[config.mk]
export PLATFORM = sky130hd
export DESIGN_NAME = prbs_gen
export DESIGN_NICKNAME = d
export VERILOG_FILES = /design/src/rtl/frame_check_pkg.sv /design/src/rtl/prbs_frame_checker_prbs_gen.sv
export SDC_FILE = /design/constraint.sdc
export NUM_CORES = 1
export LEC_CHECK = 0
export BUFFER_PORTS_ARGS = -buffer_cell sky130_fd_sc_hd__buf_2
export CAP_MARGIN = 20
export CORE_MARGIN = 8
export CORE_UTILIZATION = 25
export CTS_CLUSTER_DIAMETER = 60
export DETAILED_ROUTE_END_ITERATION = 10
export HOLD_SLACK_MARGIN = 0.02
export SYNTH_ARGS = -nofsm -noshare
export SYNTH_HDL_FRONTEND = slang
export SYNTH_SLANG_ARGS = --single-unit
[constraint.sdc]
create_clock -name Clock -period 1.6 [get_ports Clock]
set_input_delay 0 -clock Clock [delete_from_list [all_inputs] [get_ports Clock]]
set_output_delay 0 -clock Clock [all_outputs]
set_load 0.02 [all_outputs]
[src/rtl/frame_check_pkg.sv]
// frame_check_pkg: PRBS7 defaults, frame checker FSM state encodings and popcount helper
package frame_check_pkg;
  localparam logic [6:0] PRBS7_POLY = 7'h60;
  localparam logic [6:0] PRBS7_SEED = 7'h7F;
  localparam logic [1:0] IDLE = 2'd0;
  localparam logic [1:0] FRAME = 2'd1;
  localparam logic [1:0] OVERRUN = 2'd2;
  function automatic int unsigned popcount(input logic [63:0] v);
    int unsigned n;
    n = 0;
    for (int i = 0; i < 64; i++) n += int'(v[i]);
    return n;
  endfunction
endpackage

[src/rtl/prbs_frame_checker_prbs_gen.sv]
// prbs_gen: parallel LFSR producing DATA_W PRBS bits per step (MSB generated first); ports Clock, Reset (async low), Load (reseed), Adv (step DATA_W bits), Bits (current beat)
module prbs_gen
  import frame_check_pkg::*;
#(
  parameter int DATA_W = 8,
  parameter int LFSR_W = 7,
  parameter logic [LFSR_W-1:0] POLY = LFSR_W'(PRBS7_POLY),
  parameter logic [LFSR_W-1:0] SEED = LFSR_W'(PRBS7_SEED)
) (
  input  logic              Clock,
  input  logic              Reset,
  input  logic              Load,
  input  logic              Adv,
  output logic [DATA_W-1:0] Bits
);
  logic [LFSR_W-1:0] state, nxt;
  always_comb begin
    nxt = state;
    Bits = '0;
    for (int i = 0; i < DATA_W; i++) begin
      Bits[DATA_W-1-i] = ^(nxt & POLY);
      nxt = {nxt[LFSR_W-2:0], Bits[DATA_W-1-i]};
    end
  end
  always_ff @(posedge Clock or negedge Reset)
    if (!Reset) state <= SEED;
    else if (Load) state <= SEED;
    else if (Adv) state <= nxt;
endmodule

==> metrics.md, run 1 <==
| Metric | Value |
|---|---|
| Die width | 55.0 um |
| Dominant synthesized flop cell | dfstp_2 |
| Syn_area_per_cell | 12.7 um2 |
| Top Registers | state (7) |
| Leakage power | 0.220 nW |
| Filler cells | 160 |
| Hold Fails Final Rpt | 0 |
| Routed WL | 815 um |
| Hold slack | 61.4 ps |
| Sequential area share after synthesis | 48.4% |
| Layout cells sized above 1 | 48.9% |
| Pwr/cell area | 1200 nW/um2 |
| CP Launch Point | state[0]$_DFFE_PN1P_ |
| Final min period | 1410 ps |
| Antenna violations before repair | 0 |
| Pre-CTS setup slack | 242 ps |
| Vias per cell | 4.69 |
| Number of synthesized register bits | 7 |
| DR iter-0 viols | 8 |
| Post-layout util | 33.1% |
| Routed Antenna Nets | 0 |
| Max reg flops | 7 |
| Mapped cell area | 380 um2 |
| IR drop worst, VDD | 0.531 mV |
| Routed len/inst | 13.4 um |
| Worst hold path class | input port to register |
| Post-cts hold buffer count | 1 |
| Skew final | 3.61 ps |
| Max_slew headroom | 83.9% |
| Dpl cells | 56 |
| Final non-filler cell total | 61 |
| Top cell type's share of synthesized area | 48.4% |
| Clock sink count | 7 |
| Crit end category | primary output |
| GRT overflow | 0 |
| Layout overhead on the synthesized area | 28.0% |
| Overall routing resource usage | 6.15% |
| Worst setup path category | register to primary output |
| DRC | 0 |
| Final period util | 88.0% |
| Post-synth EDFFs | 0 |
| Multi-input gate area | 191 um2 |
| Synth Net Count | 34 |
| Rows | 14 |
| Die Height | 55.0 um |
| Max Cap Viol | 0 |
| Setup TNS | 0 ps |
| CTS tree | yes |
| Final setup vio count | 0 |
| First-pass GRT wire length | 1320 um |
| Post_cts resized | 0 |
| CP max FO | 3 |
| N_diodes | 0 |
| IO Pins | 12 |
| Req. time, crit path | 1600 ps |
| Via count | 286 |
| Hpwl dp | 616 um |
| Unrepaired setup endpoints after global routing | false |
| Register Area | 184 um2 |
| Nets | 50 |
| Yosys cell types | 6 |
| Starting Density | 25.9% |
| Clk_lat worst skew | 250 ps |
| Asr flop ratio synth | 100% |
| Clk buf depth | 2 |
| Arrival time worst endpoint | 1410 ps |
| Top reg by flops | state |
| CTS Buf Count | 3 |
| Post-CTS Setup Inserts | 0 |
| Global placement routability congestion | 0.671 |
| Syn. warnings | 0 |
| DR pass1 iterations | 4 |
| Worst setup SP type | register |
| Fmax | 710 MHz |
| Root Driver | clkbuf_4 |
| Status | finished clean |
| Most instantiated cells after synthesis | 7 x a211o_1, 7 x dfstp_2, 7 x nor2b_1, 7 x xor2_1 |
| Tightest Pin Transition | 241 ps |
| Largest net degree at the start of global routing | 15 |
| Core Box Area | 1470 um2 |
| Synthesized instance count | 30 |
| Top cells by area, synth | dfstp_2 48%, a211o_1 16%, xor2_1 16% |
| PortBufs | 11 |
| H-tree depth | 1 |
| Die area | 3030 um2 |
| Fin worst setup slack | 192 ps |
| Cell taking the most area after synthesis | dfstp_2 |
| HP Start | Load |
| Reg clk slew, reported paths | 50 ps |
| Final Max Tran Viols | 0 |
| Worst r2r src | state[0]$_DFFE_PN1P_ |
| Vias in the first global route | 295 |
per-layer routing:
metal	vias to the layer above	wire length, um	global-route usage, %	share of wire, %
li1	134	-	-	-
met1	141	364	7.43	45
met2	11	321	8.49	39
met3	0	129	4.81	16
met4	0	0	1.20	0
met5	-	0	0	0
cell families after synthesis:
kind of cell	share of synthesized area [%]
and+or+nand+nor	11.5
xor gates and xnor gates	22.7
DFF	48.4
buffers and inverters	1.31
AOI/OAI and AO/OA	16.1
path summary, 6_finish.rpt:
kind | to | slack [ps] | cells past startpoint
max | Bits[1] | 190 | 2
min | state[4]$_DFFE_PN1P_ | 60 | 2
max reg2reg | state[1]$_DFFE_PN1P_ | 250 | 2
min reg2reg | state[4]$_DFFE_PN1P_ | 700 | 2
max in group asynchronous | state[1]$_DFFE_PN1P_ | 1260 | 2
min in group asynchronous | state[0]$_DFFE_PN1P_ | 320 | 2
placed cells by master (no fill, tap or decap), drive strengths merged:
master / instances
xor2: 7
dlygate4sd3: 1
xor3: 1
a211o: 7
dfstp: 7
clkbuf: 4
nor2b: 7
buf: 11
report_power, final:
part	internal, mW	total (mW)	switching (mW)
registers	0.209	0.231	0.0218
logic	0.0794	0.191	0.111
clock network	0.0952	0.160	0.0649
worst max-delay path: stages, from the launching register on:
cell and delay, ps:
dfstp_2 550, xor3_2 430, buf_2 170
area by class of cell:
class                      count  area share (%)
sequential                     7            37.8
timing repair buffer          12            13.4
tap                           16            4.11
multi-input combinational     22            39.3
clock buffer                   4            5.40
per-stage QoR:
| step | total power, mW | area [um2] |
|---|---|---|
| 6_report | 0.582 | 487 |
| 5_1_grt | 0.620 | 487 |
| 4_1_cts | 0.595 | 487 |
| 3_5_place_dp | 0.426 | 450 |
| 3_3_place_gp | 0.425 | 450 |
| 2_1_floorplan | 0.360 | 380 |
No activity file was read; power rests on OpenSTA's default activity.
==> inputs of run 2 (changes only) <==
--- a/config.mk
+++ b/config.mk
@@ -12,6 +12,7 @@
 export CTS_CLUSTER_DIAMETER = 60
 export DETAILED_ROUTE_END_ITERATION = 10
 export HOLD_SLACK_MARGIN = 0.02
+export RECOVER_POWER = 50
 export SYNTH_ARGS = -nofsm -noshare
 export SYNTH_HDL_FRONTEND = slang
 export SYNTH_SLANG_ARGS = --single-unit
==> constraint.sdc (replaced) <==
create_clock -name Clock -period 1.3 [get_ports Clock]
set_input_delay 0 -clock Clock [delete_from_list [all_inputs] [get_ports Clock]]
set_output_delay 0 -clock Clock [all_outputs]
set_load 0.02 [all_outputs]
==> metrics.md, run 2 (synthesis results as in run 1) <==
| Metric | Value |
|---|---|
| R2R Setup Slk | -20 ps |
| H-tree depth | 1 |
| Arrival time worst endpoint | 1360 ps |
| Max reg flops | 7 |
| Commonest cells after routing, fill and taps aside | 7 x nor2b_1, 7 x a211o_1, 6 x xor2_1, 6 x buf_2, 5 x dfstp_2 |
| Hpwl dp | 590 um |
| Fin worst setup slack | -60.9 ps |
| HP Start | Load |
| Final setup vio count | 2 |
| Vias in the first global route | 284 |
| Top Registers | state (7) |
| Routed WL | 800 um |
| Die width | 55.0 um |
| Worst setup SP type | register |
| PortBufs | 11 |
| Worst R2R End | state[1]$_DFFE_PN1P_ |
| Layout overhead on the synthesized area | 35.2% |
| Overall power | 0.739 mW |
| Unrepaired setup endpoints after global routing | true |
| Layout cells sized above 1 | 45.7% |
| DR iter-0 viols | 3 |
| Crit end category | primary output |
| GRT overflow | 0 |
| IO Pins | 12 |
| Vias per cell | 4.35 |
| Req. time, crit path | 1300 ps |
| Worst r2r src | state[5]$_DFFE_PN1P_ |
| Max_slew headroom | 74.5% |
| IR drop worst, VDD | 0.838 mV |
| First-pass GRT wire length | 1240 um |
| CP Launch Point | state[5]$_DFFE_PN1P_ |
| Starting Density | 25.9% |
| Pwr/cell area | 1440 nW/um2 |
| Post-CTS Setup Inserts | 0 |
| Worst hold path class | input port to register |
| Max Cap Viol | 0 |
| Final min period | 1360 ps |
| Top reg by flops | state |
| Hold slack | 55.5 ps |
| Via count | 270 |
| Fmax | 735 MHz |
| CP max FO | 2 |
| Root Driver | clkbuf_4 |
| CTS tree | yes |
| Filler cells | 156 |
| Pre-CTS setup slack | 22.0 ps |
| Clk buf depth | 2 |
| Reg2Reg Depth | 2 |
| Rows | 14 |
| Hold depth | 2 |
| Failing checks | negative setup slack |
| Leakage power | 0.226 nW |
| Final Max Tran Viols | 0 |
| Die area | 3030 um2 |
| Hold EP | state[3]$_DFFE_PN1P_ |
| Overall routing resource usage | 5.98% |
| Register Area | 184 um2 |
| Antenna violations before repair | 0 |
| Worst setup path category | register to primary output |
| CTS Buf Count | 3 |
| N_diodes | 0 |
| Largest net degree at the start of global routing | 15 |
| DR pass1 iterations | 3 |
| Die Height | 55.0 um |
| Core Box Area | 1470 um2 |
| Skew final | 6.20 ps |
| Post-layout util | 34.9% |
| Clock sink count | 7 |
| DRC | 0 |
| Routed Antenna Nets | 0 |
| Global placement routability congestion | 0.708 |
| Clk_lat worst skew | 250 ps |
| Multi-input gate area | 199 um2 |
| Nets | 51 |
| Reg clk slew, reported paths | 50 ps |
| Routed len/inst | 12.9 um |
| Hold Fails Final Rpt | 0 |
| Final period util | 105% |
| Status | finished, violations left |
| Tightest Pin Transition | 383 ps |
==> run 2: what timing repair did <==
action,CTS,global route
pin swaps,0,0
setup endpoints to repair,1,3
gates resized for setup,2,4
cloned,0,0
endpoints found under the hold margin,7,0
hold buffers,1,0
==> run 2: cell type report <==
class	instances	area share [%]
multi-input cells	22	38.7
flip-flops and latches	7	35.8
well taps	16	3.89
clock buffers	4	5.11
repair buffers	13	16.5
==> run 2: worst max-delay path by stage <==
stage | endpoint | cells past startpoint
3_5_place_dp | state[1]$_DFFE_PN1P_ | 2
3_3_place_gp | state[1]$_DFFE_PN1P_ | 2
4_1_cts | Bits[1] | 2
5_1_grt | Bits[1] | 2
6_report | Bits[1] | 2
2_1_floorplan | state[1]$_DFFE_PN1P_ | 2
==> run 2: critical path, stage by stage (launching register included) <==
cell and delay, ps:
dfstp_2 520, xor3_2 440, buf_6 150
==> run 2: metrics by stage <==
stage          TNS (ps)  std cells  instance area [um2]
6_report          -76.0         62                  514
4_1_cts           -80.2         62                  500
2_1_floorplan     -91.9         30                  380
5_1_grt            -150         62                  514
3_5_place_dp          0         57                  458
3_3_place_gp          0         57                  458
==> run 2: power breakdown <==
part	total, mW	internal, mW	switching [mW]
sequential	0.280	0.255	0.0245
clock	0.193	0.117	0.0760
combinational	0.267	0.124	0.143
total	0.739	0.496	0.244
==> run 2: layer usage <==
metal | track usage, % | share of wire (%) | vias to the layer above
li1 | - | - | 137
met1 | 6.65 | 42 | 123
met5 | 0 | 0 | -
met3 | 5.35 | 15 | 0
met4 | 1.20 | 0 | 0
met2 | 8.49 | 43 | 10
==> inputs of run 3 (changes only) <==
==> constraint.sdc (replaced) <==
create_clock -name Clock -period 1.35 [get_ports Clock]
set_input_delay 0 -clock Clock [delete_from_list [all_inputs] [get_ports Clock]]
set_output_delay 0 -clock Clock [all_outputs]
set_load 0.02 [all_outputs]
==> metrics.md, run 3 (synthesis results as in run 1) <==
| Metric | Value |
|---|---|
| Die area | 3030 um2 |
| Via count | 291 |
| IO Pins | 12 |
| Core Box Area | 1470 um2 |
| Reg2Reg Depth | 2 |
| DR iter-0 viols | 2 |
| Worst setup path category | register to primary output |
| Final Max Tran Viols | 0 |
| H-tree depth | 1 |
| Overall power | 0.727 mW |
| Final non-filler cell total | 63 |
| Top reg by flops | state |
| Req. time, crit path | 1350 ps |
| Max_slew headroom | 74.5% |
| Placed Area | 458 um2 |
| Fmax | 717 MHz |
| Routed WL | 872 um |
| Unrepaired setup endpoints after global routing | true |
| Commonest cells after routing, fill and taps aside | 8 x buf_2, 7 x xor2_1, 7 x nor2b_1, 7 x a211o_1, 7 x dfstp_2 |
| Rows | 14 |
| Hpwl dp | 610 um |
| Failing checks | negative setup slack |
| Die width | 55.0 um |
| Pre-CTS setup slack | 60.3 ps |
| Hold depth | 2 |
| GRT overflow | 0 |
| Worst Path Buf+Inv | 1 |
| Post-layout util | 34.6% |
| Reg clk slew, reported paths | 50 ps |
| Die Height | 55.0 um |
| N_diodes | 0 |
| Vias per cell | 4.62 |
| Worst R2R End | state[1]$_DFFE_PN1P_ |
| Vias in the first global route | 336 |
| Hold EP | state[0]$_DFFE_PN1P_ |
| Sequential share of power | 37.1% |
| Top Registers | state (7) |
| CP max FO | 2 |
| Tightest Pin Transition | 382 ps |
| Clock sink count | 7 |
| CTS tree | yes |
| Pwr/cell area | 1430 nW/um2 |
| Cell family with most CP delay | flip-flops |
| Max reg flops | 7 |
| Clock power frac | 27.5% |
| Layout overhead on the synthesized area | 33.9% |
| CTS Buf Count | 3 |
| Setup TNS | -43.8 ps |
| Layout cells sized above 1 | 48.9% |
| Final setup vio count | 1 |
| Critical Path Max Stage Delay | 530 ps |
| Routed Antenna Nets | 0 |
| Worst hold path class | input port to register |
| Skew final | 2.78 ps |
| Largest net degree at the start of global routing | 15 |
| Routed len/inst | 13.8 um |
| Final min period | 1390 ps |
| R2R Setup Slk | 10 ps |
| Commonest non-fill, non-tap cell in the layout | buf_2 |
| IR drop worst, VDD | 0.708 mV |
| Hold slack | 54.7 ps |
| Root Driver | clkbuf_4 |
| Max Cap Viol | 0 |
| Comb pwr share | 35.4% |
| Final period util | 103% |
| Hold Fails Final Rpt | 0 |
| Arrival time worst endpoint | 1390 ps |
| HP Start | Load |
| Final Cell Area | 509 um2 |
| Crit end category | primary output |
| Dpl cells | 57 |
| Net Sw Frac | 34.6% |
| First-pass GRT wire length | 1520 um |
| Clk_lat worst skew | 260 ps |
| Clk buf depth | 2 |
| Slowest cell on the critical path | dfstp_2 |
| Leakage power | 0.229 nW |
| Antenna violations before repair | 0 |
| Fin worst setup slack | -43.8 ps |
| Global placement routability congestion | 0.691 |
| DRC | 0 |
| Nets | 52 |
| Internal Power | 0.476 mW |
| Sw Pwr | 0.251 mW |
| DR pass1 iterations | 3 |
| Worst setup SP type | register |
| Starting Density | 25.9% |
| CP cell instances | xor3_2 > buf_6 |
| PortBufs | 11 |
| Worst r2r src | state[0]$_DFFE_PN1P_ |
| Overall routing resource usage | 6.96% |
| Status | finished, violations left |
[run 3: worst max-delay path by stage]
stage,depth (start not counted),startpoint,slack (ps),to
3_5_place_dp,2,state[5]$_DFFE_PN1P_,60,state[1]$_DFFE_PN1P_
4_1_cts,2,state[5]$_DFFE_PN1P_,-30,Bits[1]
5_1_grt,2,state[0]$_DFFE_PN1P_,-60,Bits[1]
6_report,2,state[0]$_DFFE_PN1P_,-40,Bits[1]
2_1_floorplan,2,state[5]$_DFFE_PN1P_,-40,state[1]$_DFFE_PN1P_
3_3_place_gp,2,state[5]$_DFFE_PN1P_,90,state[1]$_DFFE_PN1P_
[run 3: per-layer routing]
layer,part of all wire [%],vias up,GRT usage (%)
met5,0,-,0
met4,0,0,0
met3,14,0,5.35
met2,44,10,11.1
met1,42,143,7.75
li1,-,138,-
[run 3: what timing repair did]
action | 4_1_cts | 5_1_grt
pin swaps | 0 | 1
buffers inserted | 0 | 1
endpoints found under the setup margin | 1 | 3
gates cloned | 0 | 0
gates resized for setup | 2 | 1
hold endpoints to repair | 7 | 0
hold buffers | 1 | 0
[run 3: cell type report]
cell class                      count  area (um2)
Sequential cell                     7         184
Tap cell                           16        20.0
Multi-Input combinational cell     22         191
Clock buffer                        4        26.3
Timing Repair Buffer               14        87.6
Fill cell                         172         962
[run 3: power groups by stage]
stage	sequential, mW	combinational [mW]	clock (mW)
final	0.270	0.257	0.200
after global routing	0.274	0.281	0.216
after CTS	0.271	0.252	0.200
after detailed placement	0.274	0.236	0
after global placement	0.274	0.235	0
after floorplan	0.271	0.157	0
